## src/rtl/iso14443a_mode_sequencer_if.sv

```systemverilog
// -----------------------------------------------------------------------------
// iso14443a_mode_sequencer_if
//
// Purpose: groups the command/status and datapath-facing signals of the
// ISO14443-A mode sequencer so they travel as one bundle between the ARM
// command path, the sequencer and the hi_iso14443a datapath.
//
// Signals (direction as seen from the sequencer, i.e. the slave modport):
//   role       in   0 = tag simulation, 1 = reader
//   sniff      in   request SNIFFER mode while idle
//   ssp_frame  in   frame strobe from the datapath
//   tx_req     in   single-cycle transmit request
//   tx_frames  in   number of frames to modulate, sampled with tx_req
//   abort      in   level, ends an active transmit early
//   mod_type   out  registered mode code to the datapath
//   tx_busy    out  transmit in progress
//   tx_done    out  one-cycle completion pulse
//   tx_status  out  completion status, valid with tx_done
//
// Modports: master drives the requests and frame strobe, slave is the
// sequencer itself.
// -----------------------------------------------------------------------------
interface iso14443a_mode_sequencer_if;
   logic       role;
   logic       sniff;
   logic       ssp_frame;
   logic       tx_req;
   logic [7:0] tx_frames;
   logic       abort;
   logic [2:0] mod_type;
   logic       tx_busy;
   logic       tx_done;
   logic [1:0] tx_status;

   modport master (
      output role, sniff, ssp_frame, tx_req, tx_frames, abort,
      input  mod_type, tx_busy, tx_done, tx_status
   );

   modport slave (
      input  role, sniff, ssp_frame, tx_req, tx_frames, abort,
      output mod_type, tx_busy, tx_done, tx_status
   );
endinterface

```

## src/rtl/iso14443a_mode_sequencer.sv

```systemverilog
// -----------------------------------------------------------------------------
// iso14443a_mode_sequencer
//
// Purpose: drives the mod_type code of the hi_iso14443a front end. While idle
// it selects sniffer or listen mode; a transmit request becomes a window of
// exactly tx_frames SSP frames of modulation, framed by GUARD_CYCLES of listen
// before and after, and ends with a tx_done pulse carrying a status code
// (00 ok, 01 aborted, 10 timeout, 11 rejected).
//
// Ports:
//   ck_1356meg  in  13.56 MHz clock, all logic on its rising edge
//   reset       in  asynchronous active-high reset
//   bus         slave modport of iso14443a_mode_sequencer_if
//
// Parameters:
//   GUARD_CYCLES   listen cycles before/after the modulation window (1..255)
//   FRAME_TIMEOUT  max cycles between ssp_frame rising edges in MOD (2..65535)
//
// Optional feature: define MODSEQ_TIMEOUT_EN to build the frame watchdog that
// abandons MOD with status 10 when no ssp_frame edge arrives in time.
// -----------------------------------------------------------------------------
module iso14443a_mode_sequencer #(
   parameter int GUARD_CYCLES  = 16,
   parameter int FRAME_TIMEOUT = 1024
) (
   input  logic                              ck_1356meg,
   input  logic                              reset,
   iso14443a_mode_sequencer_if.slave         bus
);

   if (GUARD_CYCLES < 1 || GUARD_CYCLES > 255) begin : g_guard_range
      $error("GUARD_CYCLES must be in 1..255");
   end
   if (FRAME_TIMEOUT < 2 || FRAME_TIMEOUT > 65535) begin : g_timeout_range
      $error("FRAME_TIMEOUT must be in 2..65535");
   end

   localparam logic [2:0] MT_SNIFFER = 3'b000;
   localparam logic [1:0] ST_OK      = 2'b00;
   localparam logic [1:0] ST_ABORT   = 2'b01;
   localparam logic [1:0] ST_REJECT  = 2'b11;
   localparam logic [7:0] GUARD_LOAD = 8'(GUARD_CYCLES);

   typedef enum logic [2:0] {
      S_IDLE, S_GUARD_IN, S_MOD, S_GUARD_OUT, S_DONE
   } state_t;

   function automatic logic [2:0] listen_code(input logic r);
      return r ? 3'b011 : 3'b001;
   endfunction

   function automatic logic [2:0] mod_code(input logic r);
      return r ? 3'b100 : 3'b010;
   endfunction

   state_t     state_q, state_d;
   logic [7:0] guard_q, guard_d;
   logic [7:0] frames_q, frames_d;
   logic       role_q, role_d;
   logic       ssp_q, ssp_d;
   logic [1:0] result_q, result_d;
   logic [2:0] mod_type_q, mod_type_d;
   logic       tx_busy_q, tx_busy_d;
   logic       tx_done_q, tx_done_d;
   logic [1:0] tx_status_q, tx_status_d;
   logic       frame_edge;
`ifdef MODSEQ_TIMEOUT_EN
   localparam logic [1:0]  ST_TIMEOUT = 2'b10;
   localparam logic [15:0] WD_LAST    = 16'(FRAME_TIMEOUT - 1);
   logic [15:0] wd_q, wd_d;
`endif

   assign frame_edge = bus.ssp_frame & ~ssp_q;

   always_comb begin
      state_d     = state_q;
      guard_d     = guard_q;
      frames_d    = frames_q;
      role_d      = role_q;
      result_d    = result_q;
      ssp_d       = bus.ssp_frame;
`ifdef MODSEQ_TIMEOUT_EN
      wd_d        = wd_q;
`endif

      case (state_q)
         S_IDLE: begin
            if (bus.tx_req) begin
               if (!bus.sniff && bus.tx_frames != 8'd0) begin
                  state_d  = S_GUARD_IN;
                  guard_d  = GUARD_LOAD;
                  frames_d = bus.tx_frames;
                  role_d   = bus.role;
               end else begin
                  state_d  = S_DONE;
                  result_d = ST_REJECT;
               end
            end
         end
         S_GUARD_IN: begin
            if (bus.abort) begin
               state_d  = S_GUARD_OUT;
               guard_d  = GUARD_LOAD;
               result_d = ST_ABORT;
            end else if (guard_q == 8'd1) begin
               state_d  = S_MOD;
               // Clearing the history makes a frame already high at entry
               // count as a rising edge in the first MOD cycle.
               ssp_d    = 1'b0;
`ifdef MODSEQ_TIMEOUT_EN
               wd_d     = 16'd0;
`endif
            end else begin
               guard_d  = guard_q - 8'd1;
            end
         end
         S_MOD: begin
            // Abort outranks both the final frame edge and the watchdog.
            if (bus.abort) begin
               state_d  = S_GUARD_OUT;
               guard_d  = GUARD_LOAD;
               result_d = ST_ABORT;
            end else if (frame_edge) begin
`ifdef MODSEQ_TIMEOUT_EN
               wd_d     = 16'd0;
`endif
               frames_d = frames_q - 8'd1;
               if (frames_q == 8'd1) begin
                  state_d  = S_GUARD_OUT;
                  guard_d  = GUARD_LOAD;
                  result_d = ST_OK;
               end
            end
`ifdef MODSEQ_TIMEOUT_EN
            else if (wd_q == WD_LAST) begin
               state_d  = S_GUARD_OUT;
               guard_d  = GUARD_LOAD;
               result_d = ST_TIMEOUT;
            end else begin
               wd_d     = wd_q + 16'd1;
            end
`endif
         end
         S_GUARD_OUT: begin
            if (guard_q == 8'd1) begin
               state_d = S_DONE;
            end else begin
               guard_d = guard_q - 8'd1;
            end
         end
         S_DONE:  state_d = S_IDLE;
         default: state_d = S_IDLE;
      endcase

      // Outputs are decoded from the next state so they register in step
      // with the state they describe.
      case (state_d)
         S_GUARD_IN, S_GUARD_OUT: mod_type_d = listen_code(role_d);
         S_MOD:                   mod_type_d = mod_code(role_d);
         default:                 mod_type_d = bus.sniff ? MT_SNIFFER
                                                         : listen_code(bus.role);
      endcase
      tx_busy_d   = (state_d == S_GUARD_IN) || (state_d == S_MOD) ||
                    (state_d == S_GUARD_OUT);
      tx_done_d   = (state_d == S_DONE);
      tx_status_d = (state_d == S_DONE) ? result_d : tx_status_q;
   end

   always_ff @(posedge ck_1356meg or posedge reset) begin
      if (reset) begin
         state_q     <= S_IDLE;
         guard_q     <= 8'd0;
         frames_q    <= 8'd0;
         role_q      <= 1'b0;
         ssp_q       <= 1'b0;
         result_q    <= ST_OK;
         mod_type_q  <= 3'b001;
         tx_busy_q   <= 1'b0;
         tx_done_q   <= 1'b0;
         tx_status_q <= ST_OK;
`ifdef MODSEQ_TIMEOUT_EN
         wd_q        <= 16'd0;
`endif
      end else begin
         state_q     <= state_d;
         guard_q     <= guard_d;
         frames_q    <= frames_d;
         role_q      <= role_d;
         ssp_q       <= ssp_d;
         result_q    <= result_d;
         mod_type_q  <= mod_type_d;
         tx_busy_q   <= tx_busy_d;
         tx_done_q   <= tx_done_d;
         tx_status_q <= tx_status_d;
`ifdef MODSEQ_TIMEOUT_EN
         wd_q        <= wd_d;
`endif
      end
   end

   assign bus.mod_type  = mod_type_q;
   assign bus.tx_busy   = tx_busy_q;
   assign bus.tx_done   = tx_done_q;
   assign bus.tx_status = tx_status_q;

endmodule

```

## src/flat_wrapper.sv

```systemverilog
// flat-port wrapper written by rule: the top's interface ports become plain ports
module iso14443a_mode_sequencer_flat 
#(
   parameter int GUARD_CYCLES  = 16,
   parameter int FRAME_TIMEOUT = 1024
)
  (ck_1356meg, reset, bus_role, bus_sniff, bus_ssp_frame, bus_tx_req, bus_tx_frames, bus_abort, bus_mod_type, bus_tx_busy, bus_tx_done, bus_tx_status);
  iso14443a_mode_sequencer_if bus_i ();
  input  logic ck_1356meg;
  input  logic reset;
  input wire logic [$bits(bus_i.role)-1:0] bus_role;
  input wire logic [$bits(bus_i.sniff)-1:0] bus_sniff;
  input wire logic [$bits(bus_i.ssp_frame)-1:0] bus_ssp_frame;
  input wire logic [$bits(bus_i.tx_req)-1:0] bus_tx_req;
  input wire logic [$bits(bus_i.tx_frames)-1:0] bus_tx_frames;
  input wire logic [$bits(bus_i.abort)-1:0] bus_abort;
  output wire logic [$bits(bus_i.mod_type)-1:0] bus_mod_type;
  output wire logic [$bits(bus_i.tx_busy)-1:0] bus_tx_busy;
  output wire logic [$bits(bus_i.tx_done)-1:0] bus_tx_done;
  output wire logic [$bits(bus_i.tx_status)-1:0] bus_tx_status;
  assign bus_i.role = bus_role;
  assign bus_i.sniff = bus_sniff;
  assign bus_i.ssp_frame = bus_ssp_frame;
  assign bus_i.tx_req = bus_tx_req;
  assign bus_i.tx_frames = bus_tx_frames;
  assign bus_i.abort = bus_abort;
  assign bus_mod_type = bus_i.mod_type;
  assign bus_tx_busy = bus_i.tx_busy;
  assign bus_tx_done = bus_i.tx_done;
  assign bus_tx_status = bus_i.tx_status;
  iso14443a_mode_sequencer #(.GUARD_CYCLES(GUARD_CYCLES), .FRAME_TIMEOUT(FRAME_TIMEOUT)) u_core (.ck_1356meg(ck_1356meg), .reset(reset), .bus(bus_i));
endmodule
```

## config.mk

```make
export PLATFORM = sky130hd
export DESIGN_NAME = iso14443a_mode_sequencer_flat
export DESIGN_NICKNAME = d
export VERILOG_FILES = /design/src/rtl/iso14443a_mode_sequencer_if.sv /design/src/rtl/iso14443a_mode_sequencer.sv /design/src/flat_wrapper.sv
export SDC_FILE = /design/constraint.sdc
export NUM_CORES = 1
export LEC_CHECK = 0
export ABC_CLOCK_PERIOD_IN_PS = 2800
export BUFFER_PORTS_ARGS = -buffer_cell sky130_fd_sc_hd__buf_2
export CELL_PAD_IN_SITES_DETAIL_PLACEMENT = 1
export CELL_PAD_IN_SITES_GLOBAL_PLACEMENT = 1
export CORE_MARGIN = 5
export CORE_UTILIZATION = 44
export DETAILED_ROUTE_END_ITERATION = 16
export PLACE_DENSITY_LB_ADDON = 0.1
export SYNTH_ARGS = -nofsm -noshare
export SYNTH_HDL_FRONTEND = slang
export SYNTH_SLANG_ARGS = --single-unit
```

## constraint.sdc

```tcl
create_clock -name ck_1356meg -period 2.8 [get_ports ck_1356meg]
set_input_delay 0.14 -clock ck_1356meg [delete_from_list [all_inputs] [get_ports ck_1356meg]]
set_output_delay 0.14 -clock ck_1356meg [all_outputs]
set_load 0.01 [all_outputs]
```

# Word-level counts from Yosys, hierarchy flattened
# Index checks and enable logic that the tools add are counted.
# word_totals
regBits	30
in_bits	15
output_inout_bits	7
wordCells	80
# op_classes
add_sub_neg	2
eq_ne	15
muxes	40
n_bitwise	2
n_reduce_logical	11
# op_table
operator	n
two-way mux 8 bit	11
case mux 8 bit (4 select lines)	1
two-way mux 3 bit	10
== test 8 x 1 -> 1 bit, second input constant	2
two-way mux 2 bit	8
case mux 8 bit (2 select lines)	1
subtractor 8 x 1 -> 8 bit, second input constant	2
== test 3 x 2 -> 1 bit, second input constant	4
case mux 3 bit (4 select lines)	1
AND reduction 5 bit	2
nonzero test 8 bit	1
== test 3 x 1 -> 1 bit, second input constant	2
two-way mux 1 bit	6
!= test 3 x 2 -> 1 bit, second input constant	2
case mux 2 bit (3 select lines)	1
case mux 3 bit (2 select lines)	1
!= test 2 x 1 -> 1 bit, second input constant	2
!= test 2 bit, second input constant	2
nonzero test 4 bit	1
== test 3 bit, second input constant	1
logical NOT 3 bit	1
logical OR 1 bit	2
nonzero test 2 bit	1
OR reduction 2 bit	1
other kinds (4)	4

# Longest topological paths before layout
# depth
depth_word	8
mapped_depth	8
depth_no_buf	8

# Worst setup path after synthesis
# OpenSTA, ideal clock, no wires.
# synth_path
kind	reg2reg
startpoint	register u_core.guard_q[3]
endpoint	register u_core.tx_status_q[0], in the netlist u_core.bus.tx_status[0]
setup_ps	125
t_arrival_ps	1914
required_ps	2675
slack_ps	761
stages_incl_launch_ff	6
n_path_buf	1
period_less_slack_ps	2039
path_cell_list	dfrtp_1 or4_1 clkbuf_2 or3_4 a21oi_4 mux2_4
# synth_via
elab_chain_len	5
word_cells_on_any_way	6
cone_classes	eq/ne: 2; mux: 4
# synth_rtl
element	line_no	source
start, declared	iso14443a_mode_sequencer.sv:57	logic [7:0] guard_q, guard_d;
start signal, assigned	iso14443a_mode_sequencer.sv:186	guard_q <= guard_d;
== test 8 x 1 -> 1 bit (*)	iso14443a_mode_sequencer.sv:105, iso14443a_mode_sequencer.sv:145	
two-way mux 3 bit	iso14443a_mode_sequencer.sv:105	end else if (guard_q == 8'd1) begin
two-way mux 3 bit	iso14443a_mode_sequencer.sv:101	if (bus.abort) begin
case mux 3 bit (4 select lines) (*)	iso14443a_mode_sequencer.sv:86	case (state_q)
== test 3 bit (*)	--	
via u_core.tx_done_d	iso14443a_mode_sequencer.sv:64	logic tx_done_q, tx_done_d;
end signal, assigned	iso14443a_mode_sequencer.sv:194	tx_status_q <= tx_status_d;
end, declared	iso14443a_mode_sequencer.sv:65	logic [1:0] tx_status_q, tx_status_d;
# The timed path passes the listed nets; every way through them passes the cells marked *.
# A chain may end at the register's enable or synchronous reset.

# Final worst setup path
# layout_path
startpoint	register u_core.guard_q[1]
endpoint	register u_core.guard_q[3]
# layout_via
elab_chain_len	4
word_cells_on_any_way	5
cone_classes	add/sub: 1; eq/ne: 1; mux: 3
# layout_rtl
element	line_no
subtractor 8 x 1 -> 8 bit or == test 8 x 1 -> 1 bit (tied branches)	--
two-way mux 8 bit (*)	iso14443a_mode_sequencer.sv:105, iso14443a_mode_sequencer.sv:145
two-way mux 8 bit	iso14443a_mode_sequencer.sv:101
case mux 8 bit (4 select lines) (*)	iso14443a_mode_sequencer.sv:86
# Mark *: on every way between the ends. The rest lies on a longest branch, timed or not.

==> impl_metrics.sql <==
INSERT INTO impl_metrics (metric_group, metric, value, unit) VALUES
('run_status', 'run_status', 'complete, no violations', ''),
('power_and_ir_drop', 'power_leakage', '0.000860', 'µW'),
('floorplan', 'core', '0.00372', 'mm²'),
('global_route', 'grt_max_degree', '18', ''),
('synthesis', 'synthArstFlopShare', '100', '%'),
('finish', 'flow.area_growth_from_synthesis', '15.7', '%'),
('clock_tree', 'cts_tree', 'built', ''),
('critical_path', 'r2r_start', 'u_core.guard_q[1]$_DFFE_PP0P_', ''),
('timing', 'final-hold-violation-count', '0', ''),
('critical_path', 'arrival', '2.47', 'ns'),
('global_route', 'first_global_vias', '1530', ''),
('synthesis', 'synth.avg_cell_area', '9.36', 'µm²'),
('synthesis', 'postSynth.topFlopCell', 'dfrtp_1', ''),
('flow_run', 'cap_viol_max_count', '0', ''),
('worst_hold_path', 'hold_path_class', 'primary input to flop', ''),
('detailed_routing', 'detail_route.drc_violations', '0', ''),
('power_and_ir_drop', 'power.density', '961', 'mW/mm²'),
('placed_design', 'worst_setup_slack_before_clock_tree_synthesis', '0.430', 'ns'),
('floorplan', 'row_count', '22', ''),
('timing', 'timing.final.crit_share', '83.6', '%'),
('clock_tree', 'total_clock_sinks', '30', ''),
('floorplan', 'floorplan.io_pins', '22', ''),
('synthesis', 'yosysUniqueCellTypes', '47', ''),
('global_route', 'antenna_found_initial', '0', ''),
('synthesis', 'yosysMostFrequentCell', 'dfrtp_1', ''),
('placed_design', 'dp_hpwl', '3270', 'µm'),
('synthesis', 'synth_seq_cells', '30', ''),
('synthesis', 'count_of_flip_flops_with_a_built_in_enable_after_synthesis', '0', ''),
('synthesis', 'synth_commonest_cells', '29 x dfrtp_1, 16 x nor2_1, 16 x o21ai_0', ''),
('timing', 'max_freq', '0.427', 'GHz'),
('detailed_routing', 'num_vias', '1424', ''),
('detailed_routing', 'detail_route.first_pass.iterations', '4', ''),
('timing', 'final.min_clock_period', '2.34', 'ns'),
('critical_path', 'worstSetupEndpointType', 'flop', ''),
('timing', 'slew_headroom', '34.4', '%'),
('synthesis', 'yosys.area.top_type', 'dfrtp_1', ''),
('synthesis', 'portion_of_the_post_synthesis_area_used_by_sequential_elements', '44.1', '%'),
('floorplan', 'die_w', '72.2', 'µm'),
('timing', 'final.setup.tns', '0', 'ns'),
('global_route', 'grt_overflow', '0', ''),
('floorplan', 'die-area', '0.00522', 'mm²'),
('finish', 'finish.instance_area', '0.00197', 'mm²'),
('synthesis', 'synthDominantCellAreaShare', '42.6', '%'),
('power_and_ir_drop', 'irDropWorstVdd', '510', 'µV'),
('detailed_routing', 'wl', '4270', 'µm'),
('clock_tree', 'clock_latency', '0.28', 'ns'),
('synthesis', 'syn_nets', '201', ''),
('detailed_routing', 'routedWlPerCell', '16.6', 'µm'),
('timing', 'final-max-slew-violation-count', '0', ''),
('placed_design', 'dpl-instance-area', '0.00187', 'mm²'),
('synthesis', 'ys_top_cells_by_area', 'dfrtp_1 43%, o21ai_0 4.7%, o22a_1 4.6%, a21oi_1 3.5%, nor2_1 3.5%', ''),
('global_route', 'grt_first_pass_wirelength', '7370', 'µm'),
('timing', 'worst_clock_skew', '0.00737', 'ns'),
('timing', 'setup_repair_after_global_routing_missed_its_margin', 'no', ''),
('critical_path', 'crit_start', 'u_core.guard_q[1]$_DFFE_PP0P_', ''),
('synthesis', 'yosysWarningCount', '0', ''),
('finish', 'antennaDiodeCount', '0', ''),
('finish', 'design.final.nets', '227', ''),
('timing', 'setup_viol', '0', ''),
('placed_design', 'io_buffer_count', '21', ''),
('critical_path', 'path_delay_family', 'compound AO/OA/AOI/OAI gates', ''),
('critical_path', 'crit_path_start_kind', 'flop', ''),
('detailed_routing', 'detail_route.iter0.violations', '54', ''),
('floorplan', 'chipHeight', '72.2', 'µm'),
('critical_path', 'critical_path_buf_inv_count', '1', ''),
('critical_path', 'critical_path_class', 'flop to flop', ''),
('timing', 'max_slew.worst_pin.slew', '0.983', 'ns'),
('critical_path', 'worstPathCellList', 'inv_1 > ha_1 > or3b_2 > o211ai_1 > nor2b_1 > o21ai_0 > o31ai_1', ''),
('critical_path', 'critical_path.max_fanout', '9', ''),
('synthesis', 'instance_count_of_the_mapped_netlist', '182', ''),
('detailed_routing', 'route.detailed.vias_per_inst', '5.54', '');
kinds of logic after synthesis:
group	Yosys count	synth area share, %
flops	30	44.1
fa+ha+maj	4	2.94
compound gates	52	19.9
simple gates	69	23.6
mux	6	3.82
buf+inv	18	4.11
xor+xnor	3	1.54
report_power, final:
| group | internal (µW) | total [µW] | switching (µW) |
|---|---|---|---|
| sequential | 602 | 773 | 171 |
| combinational | 332 | 767 | 435 |
| clock | 198 | 355 | 157 |
| total | 1130 | 1890 | 763 |
timing repair:
| item | CTS | global route |
|---|---|---|
| hold endpoints to repair | 14 | 0 |
| buffers inserted | 0 | 0 |
| hold buffers | 1 | 0 |
layout by cell type (no fill, tap or decap), drive strengths merged, types with 2 or more instances in the layout:
master	n
o21ai	16
dfrtp	29
nor4	2
clkbuf	7
or3	7
xnor2	2
nor3	5
or2	3
a21oi	13
inv	11
o22a	9
a31oi	3
ha	4
o22ai	3
nor2b	5
nand3	2
nor4b	2
mux2i	5
buf	25
nand2b	5
nand2	14
nor2	17
metrics by stage:
step	util [%]	std cells	total power [µW]	hold slack, ns
finish	53.1	257	1890	0.0484
global route	53.1	257	2060	0.0454
global placement	50.3	248	1480	0.228
detailed placement	50.3	248	1550	0.248
floorplan	-	182	1310	0.194
CTS	53.1	257	1920	0.0424
state kept, by name (all words and copies together), names as in the netlist:
| register | flops |
|---|---|
| u_core.bus.mod_type | 3 |
| u_core.bus.tx_busy | 1 |
| u_core.bus.tx_done | 1 |
| u_core.bus.tx_status | 2 |
| u_core.frames_q | 8 |
| u_core.guard_q | 8 |
| u_core.result_q | 2 |
| u_core.role_q | 1 |
| u_core.ssp_q | 1 |
| u_core.state_q | 3 |
final timing paths:
path | cells after the start | slack (ns) | end
worst max register to register | 7 | 0.46 | u_core.guard_q[3]$_DFFE_PP0P_
worst min-delay path | 2 | 0.05 | u_core.bus.mod_type[0]$_DFF_PP1_
worst min register to register | 2 | 0.50 | u_core.bus.tx_status[1]$_DFFE_PP0P_
min in group asynchronous | 3 | 0.47 | u_core.guard_q[4]$_DFFE_PP0P_
max in group asynchronous | 4 | 1.68 | u_core.frames_q[6]$_DFFE_PP0P_
worst max-delay path | 7 | 0.46 | u_core.guard_q[3]$_DFFE_PP0P_
metal layers:
| layer | share of wire, % | global-route usage [%] |
|---|---|---|
| met5 | 0 | 0 |
| met4 | 1.4 | 5.64 |
| met3 | 3.6 | 4.29 |
| met2 | 50 | 30.0 |
| met1 | 45 | 23.4 |
area by class of cell:
class                   count  area, µm²
repair buffers             26        145
well taps                  48       60.1
flip-flops and latches     30        752
clock inverters             1       5.00
inverters                  11       41.3
clock buffers               7       86.3
multi-input cells         134        882
fillers                   439       1740
Power figures use the tool's default switching activity.
